File: src/rtl/pc_fetch_if.sv
// Shared types and the decoder/program-memory bundle of the pc_fetch unit.
// Build with PC_FETCH_STACK_ERR_EN defined to add the stack_err_out flag.
package pc_fetch_pkg;
  typedef enum logic [1:0] {
    PC_INC     = 2'd0,
    PC_JUMP    = 2'd1,
    PC_RET     = 2'd2,
    PC_PCL_MOD = 2'd3
  } pc_update_sel_t;

  typedef logic [11:0] inst_t;
endpackage

interface pc_fetch_if;
  import pc_fetch_pkg::*;

  pc_update_sel_t pc_update_sel_in;
  logic [11:0]    jump_addr_in;
  logic           stack_push_in;
  logic           stack_pop_in;
  logic           skip_in;
  logic [1:0]     page_in;
  logic [7:0]     pcl_in;
  logic           pmem_rd_out;
  logic [11:0]    pmem_addr_out;
  logic [11:0]    pmem_data_in;
  logic           pmem_valid_in;
  inst_t          inst_out;
  logic [11:0]    inst_pc_out;
  logic           exec_en_out;
  logic           retire_out;
`ifdef PC_FETCH_STACK_ERR_EN
  logic           stack_err_out;
`endif

  modport master (
    input  pc_update_sel_in, jump_addr_in, stack_push_in, stack_pop_in,
    input  skip_in, page_in, pcl_in, pmem_data_in, pmem_valid_in,
`ifdef PC_FETCH_STACK_ERR_EN
    output stack_err_out,
`endif
    output pmem_rd_out, pmem_addr_out, inst_out, inst_pc_out,
    output exec_en_out, retire_out
  );

  modport slave (
    output pc_update_sel_in, jump_addr_in, stack_push_in, stack_pop_in,
    output skip_in, page_in, pcl_in, pmem_data_in, pmem_valid_in,
`ifdef PC_FETCH_STACK_ERR_EN
    input  stack_err_out,
`endif
    input  pmem_rd_out, pmem_addr_out, inst_out, inst_pc_out,
    input  exec_en_out, retire_out
  );
endinterface

File: src/rtl/pc_fetch.sv
// Program counter, instruction register and return stack for the iCEPIC core.
// PC_FETCH_STACK_ERR_EN adds a sticky stack over/underflow flag.
module pc_fetch
  import pc_fetch_pkg::*;
#(
  parameter int          STACK_DEPTH  = 2,
  parameter logic [11:0] RESET_VECTOR = 12'h000
) (
  input logic       clk,
  input logic       rst,
  pc_fetch_if.master bus
);
  // state   | meaning
  // S_IDLE  | after reset, no memory request
  // S_FETCH | read request outstanding at r_fetch_pc
  localparam logic [0:0] S_IDLE  = 1'b0;
  localparam logic [0:0] S_FETCH = 1'b1;

  logic [0:0]  r_state;
  logic [11:0] r_fetch_pc;
  inst_t       r_ir;
  logic [11:0] r_ir_pc;
  logic        r_ir_valid;
  logic [11:0] r_stack [STACK_DEPTH];

  logic        w_step;
  logic        w_push;
  logic        w_pop;
  logic        w_bubble;
  logic [11:0] w_next_pc;

  assign w_step = (r_state == S_FETCH) && bus.pmem_valid_in;

  always_comb begin
    w_push    = 1'b0;
    w_pop     = 1'b0;
    w_bubble  = 1'b0;
    w_next_pc = r_fetch_pc + 12'd1;
    // Decoder and skip inputs only matter while IR holds a real instruction.
    if (r_ir_valid) begin
      w_pop  = bus.stack_pop_in;
      w_push = bus.stack_push_in && !bus.stack_pop_in;
      case (bus.pc_update_sel_in)
        PC_JUMP: begin
          w_next_pc = bus.jump_addr_in;
          w_bubble  = 1'b1;
        end
        PC_RET: begin
          w_next_pc = r_stack[0];
          w_bubble  = 1'b1;
        end
        PC_PCL_MOD: begin
          w_next_pc = {1'b0, bus.page_in, 1'b0, bus.pcl_in};
          w_bubble  = 1'b1;
        end
        default: w_bubble = bus.skip_in;
      endcase
    end
  end

  always_ff @(posedge clk or posedge rst) begin
    if (rst) begin
      r_state    <= S_IDLE;
      r_fetch_pc <= RESET_VECTOR;
      r_ir       <= '0;
      r_ir_pc    <= '0;
      r_ir_valid <= 1'b0;
      for (int i = 0; i < STACK_DEPTH; i++) r_stack[i] <= '0;
    end else begin
      if (r_state == S_IDLE) r_state <= S_FETCH;
      if (w_step) begin
        r_fetch_pc <= w_next_pc;
        if (w_bubble) begin
          r_ir       <= '0;
          r_ir_valid <= 1'b0;
        end else begin
          r_ir       <= bus.pmem_data_in;
          r_ir_pc    <= r_fetch_pc;
          r_ir_valid <= 1'b1;
        end
        if (w_pop) begin
          for (int i = 0; i < STACK_DEPTH - 1; i++) r_stack[i] <= r_stack[i+1];
        end else if (w_push) begin
          for (int i = STACK_DEPTH - 1; i > 0; i--) r_stack[i] <= r_stack[i-1];
          r_stack[0] <= r_ir_pc + 12'd1;
        end
      end
    end
  end

`ifdef PC_FETCH_STACK_ERR_EN
  localparam int OCC_W = $clog2(STACK_DEPTH + 1);
  localparam logic [OCC_W-1:0] OCC_FULL = OCC_W'(STACK_DEPTH);

  logic [OCC_W-1:0] r_occ;
  logic             r_stack_err;

  always_ff @(posedge clk or posedge rst) begin
    if (rst) begin
      r_occ       <= '0;
      r_stack_err <= 1'b0;
    end else if (w_step) begin
      if (w_pop) begin
        if (r_occ == '0) r_stack_err <= 1'b1;
        else             r_occ <= r_occ - 1'b1;
      end else if (w_push) begin
        if (r_occ == OCC_FULL) r_stack_err <= 1'b1;
        else                   r_occ <= r_occ + 1'b1;
      end
    end
  end

  assign bus.stack_err_out = r_stack_err;
`endif

  assign bus.pmem_rd_out   = (r_state == S_FETCH);
  assign bus.pmem_addr_out = r_fetch_pc;
  assign bus.inst_out      = r_ir;
  assign bus.inst_pc_out   = r_ir_pc;
  assign bus.exec_en_out   = r_ir_valid;
  assign bus.retire_out    = w_step && r_ir_valid;
endmodule

File: src/flat_wrapper.sv
// flat-port wrapper written by rule: the top's interface ports become plain ports
module pc_fetch_flat import pc_fetch_pkg::*;
#(
  parameter int          STACK_DEPTH  = 2,
  parameter logic [11:0] RESET_VECTOR = 12'h000
)
  (clk, rst, bus_pc_update_sel_in, bus_jump_addr_in, bus_stack_push_in, bus_stack_pop_in, bus_skip_in, bus_page_in, bus_pcl_in, bus_pmem_data_in, bus_pmem_valid_in, bus_pmem_rd_out, bus_pmem_addr_out, bus_inst_out, bus_inst_pc_out, bus_exec_en_out, bus_retire_out);
  pc_fetch_if bus_i ();
  input logic clk;
  input logic rst;
  input wire logic [$bits(bus_i.pc_update_sel_in)-1:0] bus_pc_update_sel_in;
  input wire logic [$bits(bus_i.jump_addr_in)-1:0] bus_jump_addr_in;
  input wire logic [$bits(bus_i.stack_push_in)-1:0] bus_stack_push_in;
  input wire logic [$bits(bus_i.stack_pop_in)-1:0] bus_stack_pop_in;
  input wire logic [$bits(bus_i.skip_in)-1:0] bus_skip_in;
  input wire logic [$bits(bus_i.page_in)-1:0] bus_page_in;
  input wire logic [$bits(bus_i.pcl_in)-1:0] bus_pcl_in;
  input wire logic [$bits(bus_i.pmem_data_in)-1:0] bus_pmem_data_in;
  input wire logic [$bits(bus_i.pmem_valid_in)-1:0] bus_pmem_valid_in;
  output wire logic [$bits(bus_i.pmem_rd_out)-1:0] bus_pmem_rd_out;
  output wire logic [$bits(bus_i.pmem_addr_out)-1:0] bus_pmem_addr_out;
  output wire logic [$bits(bus_i.inst_out)-1:0] bus_inst_out;
  output wire logic [$bits(bus_i.inst_pc_out)-1:0] bus_inst_pc_out;
  output wire logic [$bits(bus_i.exec_en_out)-1:0] bus_exec_en_out;
  output wire logic [$bits(bus_i.retire_out)-1:0] bus_retire_out;
  assign bus_i.pc_update_sel_in = bus_pc_update_sel_in;
  assign bus_i.jump_addr_in = bus_jump_addr_in;
  assign bus_i.stack_push_in = bus_stack_push_in;
  assign bus_i.stack_pop_in = bus_stack_pop_in;
  assign bus_i.skip_in = bus_skip_in;
  assign bus_i.page_in = bus_page_in;
  assign bus_i.pcl_in = bus_pcl_in;
  assign bus_i.pmem_data_in = bus_pmem_data_in;
  assign bus_i.pmem_valid_in = bus_pmem_valid_in;
  assign bus_pmem_rd_out = bus_i.pmem_rd_out;
  assign bus_pmem_addr_out = bus_i.pmem_addr_out;
  assign bus_inst_out = bus_i.inst_out;
  assign bus_inst_pc_out = bus_i.inst_pc_out;
  assign bus_exec_en_out = bus_i.exec_en_out;
  assign bus_retire_out = bus_i.retire_out;
  pc_fetch #(.STACK_DEPTH(STACK_DEPTH), .RESET_VECTOR(RESET_VECTOR)) u_core (.clk(clk), .rst(rst), .bus(bus_i));
endmodule
File: config.mk
export PLATFORM = sky130hd
export DESIGN_NAME = pc_fetch_flat
export DESIGN_NICKNAME = d
export VERILOG_FILES = /design/src/rtl/pc_fetch_if.sv /design/src/rtl/pc_fetch.sv /design/src/flat_wrapper.sv
export SDC_FILE = /design/constraint.sdc
export NUM_CORES = 1
export LEC_CHECK = 0
export BUFFER_PORTS_ARGS = -buffer_cell sky130_fd_sc_hd__buf_4
export CORE_MARGIN = 1.5
export CORE_UTILIZATION = 40
export CTS_CLUSTER_SIZE = 40
export DETAILED_ROUTE_END_ITERATION = 10
export HOLD_SLACK_MARGIN = 0.1
export PLACE_DENSITY = 0.68
export SETUP_SLACK_MARGIN = 0.05
export SLEW_MARGIN = 5
export SYNTH_ARGS = -nofsm -noshare
export SYNTH_HDL_FRONTEND = slang
export SYNTH_SLANG_ARGS = --single-unit
File: constraint.sdc
create_clock -name clk -period 3 [get_ports clk]
set_clock_uncertainty 0.2 [all_clocks]
set_input_delay 0.15 -clock clk [delete_from_list [all_inputs] [get_ports clk]]
set_output_delay 0.15 -clock clk [all_outputs]
set_load 0.01 [all_outputs]
==> impl_metrics.csv <==
group,metric,value,unit
status,status,"finished, final reports clean",
logic_synthesis,netlist_area,3130,um2
floorplanning,fp.dieW,91.5,um
drt,drc,0,
timing,slew_viol_final,0,
flow_run,max_cap_violations,0,
setup_path,worstReg2RegStart,"u_core.bus.exec_en_out",
clock_tree,cts.sinks,62,
cells_and_area,finalNetCount,440,
cells_and_area,fillers,669,
logic_synthesis,syn_inst,298,
floorplanning,rows,32,
min_path,min_path_cells,5,
logic_synthesis,synth_area_leaders,"dfrtp_1 50%, mux2_2 8.6%, nor2_1 4.7%",
cells_and_area,layout.area.seq,1550,um2
power_and_ir_drop,power,3.23,mW
min_path,hp-class,"in -> reg",
cells_and_area,drive_above_1_share,0.326,
power_and_ir_drop,leakage,1.92,nW
logic_synthesis,yosys.area.top_type,"dfrtp_1",
drt,vias,2716,
timing,slew_headroom,0.362,
drt,wirelength,8490,um
drt,route.met3.wl,528,um
drt,routed.top_layer,"met4",
setup_path,critPathMaxFanout,14,
setup_path,reg2reg_depth,5,
setup_path,critPathLaunchType,"flip-flop",
global_routing,grt_max_degree,42,
floorplanning,initial_utilization,0.409,
clock_tree,cts_buffers,9,
logic_synthesis,synth_nets,342,
timing,finalHoldViolations,0,
global_routing,antenna_found_initial,0,
clock_tree,clockBufferDepth,2,
placement,numPortBuffers,80,
logic_synthesis,ys_ff_latch,62,
logic_synthesis,yosysSeqAreaShare,0.496,
cells_and_area,mostFrequentLayoutCell,"buf_4",
drt,wl_met1,3790,um
setup_path,endpoint,"u_core.bus.inst_out[6]",
power_and_ir_drop,ir_drop,392,uV
setup_path,r2r_slack,0.50,ns
setup_path,crit_slowest_cell,"a211oi_4",
floorplanning,dieArea,8370,um2
global_routing,track_usage,0.216,
logic_synthesis,yosysWarnings,0,
setup_path,cp-end-kind,"flip-flop",
global_routing,grt_pass1_vias,2670,
clock_tree,cts_root_buf,"clkbuf_8",
power_and_ir_drop,p_per_area,782,nW/um2
timing,final-setup-viol-count,0,
drt,dr.pass1.iters,5,
floorplanning,io_pins,81,
timing,fin_tns_setup,0,ns
setup_path,crit_required,3.07,ns
timing,rsz0062_at_grt,"no",
clock_tree,h-tree-depth,3,
setup_path,crit_start,"u_core.bus.exec_en_out",
timing,fin_crit_sh,0.834,
setup_path,critPathKind,"reg -> reg",
clock_tree,path_clk_slew,0.07,ns
timing,period_minus_slack,2.50,ns
placement,globalplace.congestion,0.937,
logic_synthesis,synth_cell_types,47,
setup_path,r2r_end,"u_core.bus.inst_out[6]",
drt,drtIter0Drc,172,
cells_and_area,antenna_cells,0,
drt,wl_per_cell,16.9,um
drt,met2_length,3960,um
global_routing,grt_pass1_wl,13900,um
setup_path,worstPathCellList,"inv_1, nor2_2, a211oi_4, a22o_1, dlygate4sd3_1",
global_routing,global_route.overflow_total,0,
clock_tree,tritoncts,"done",
drt,routed_via_density,5.42,
clock_tree,clk-insertion-delay-late,0.34,ns
clock_tree,cts_resized,0,
floorplanning,die_h,91.5,um
drt,final_antenna_net_count,0,
setup_path,worstPathArrival,2.57,ns
logic_synthesis,synth_area_per_cell,10.5,um2
timing,max_freq,400,MHz
placement,dpl.hpwl,5930,um
timing,tightestPinTransition,0.951,ns
cells_and_area,syn_to_final_growth,31.8,%
floorplanning,core_area,7650,um2
cells_and_area,layout_common_cells,"85 x buf_4, 62 x dfrtp_1, 39 x nor2_1, 24 x mux2_2, 19 x dlygate4sd3_1",
logic_synthesis,synth_top_area_share,0.496,
setup_path,cpPeakStageDelay,0.66,ns
cells_and_area,multi_input_area,1440,um2
clock_tree,post_cts_buffers,0,
worst max-delay path: cells and delay by family, from the launching register on:
family	cells	cell delay (ns)
compound gates	2	0.87
buf+inv	2	0.73
flops	1	0.53
simple gates	1	0.11
worst min-delay path by stage:
stage / from / end
3_3_place_gp: rst / u_core.bus.inst_out[7]
2_1_floorplan: bus_pmem_data_in[0] / u_core.bus.inst_out[0]
5_1_grt: bus_jump_addr_in[10] / u_core.bus.pmem_addr_out[10]
3_5_place_dp: rst / u_core.bus.inst_out[5]
4_1_cts: bus_jump_addr_in[2] / u_core.bus.pmem_addr_out[2]
6_report: bus_jump_addr_in[2] / u_core.bus.pmem_addr_out[2]
metal layers:
metal,up-vias,global-route usage
met5,-,0
met4,0,0.0977
met3,16,0.0402
met2,99,0.320
met1,1319,0.305
li1,1282,-
layout make-up:
class | instances | area share
Sequential cell | 62 | 0.376
Clock buffer | 12 | 0.0352
Inverter | 6 | 0.00546
Clock inverter | 2 | 0.00243
Multi-Input combinational cell | 213 | 0.349
Tap cell | 102 | 0.0309
Timing Repair Buffer | 104 | 0.201
sequential cells by signal, indices dropped and copies added, names as in the netlist:
register / cells
u_core.bus.pmem_rd_out: 1
u_core.bus.inst_out: 12
u_core.bus.inst_pc_out: 12
u_core.bus.exec_en_out: 1
u_core.bus.pmem_addr_out: 12
u_core.r_stack: 24
timing repair:
item | 4_1_cts | 5_1_grt
setup endpoints to repair | 0 | 0
endpoints found under the hold margin | 37 | 0
hold buffers | 19 | 0
synthesized netlist by cell type (all sizes together):
master   instances
a311oi           1
and3b            1
inv              6
a211oi           2
nand2           19
o21ai           17
mux2i           10
a21o             3
o31a             2
a221oi          10
dfrtp           62
and3             4
a22o            12
nand4            6
o32ai            2
a21oi           15
o311ai           1
nor4             1
xnor2            8
a31oi            1
conb             1
ha               2
xor2             2
and2             2
clkbuf           7
nand2b           1
nor3             2
nor2            42
mux2            24
o22ai            1
or2              1
buf             10
a2bb2oi          2
nand3           14
a221o            1
o221a            1
and4             2
cells by family after synthesis:
family                   synth area share
AO/OA/AOI/OAI                       0.162
AND/OR/NAND/NOR                     0.142
buffers and inverters              0.0444
other                             0.00120
adder cells (fa/ha/maj)           0.00799
multiplexers                        0.118
XOR/XNOR                           0.0280
flip-flops                          0.496
metrics by stage:
| stage | cells | setup slack, ns | hold slack (ns) | cell area [um2] | utilization |
|---|---|---|---|---|---|
| 3_5_place_dp | 468 | 0.766 | -0.0116 | 3780 | 0.494 |
| 3_3_place_gp | 468 | 0.870 | -0.0119 | 3780 | 0.494 |
| 5_1_grt | 501 | 0.313 | 0.126 | 4130 | 0.539 |
| 6_report | 501 | 0.497 | 0.107 | 4130 | 0.539 |
| 4_1_cts | 501 | 0.476 | 0.106 | 4130 | 0.539 |
| 2_1_floorplan | 298 | 1.11 | 0.0827 | 3130 | - |
report_power, final:
part,internal (mW),switching (mW),leakage (nW)
clock network,0.311,0.308,0.0821
logic,0.609,0.488,1.07
registers,1.13,0.376,0.762
Power figures use the tool's default switching activity.
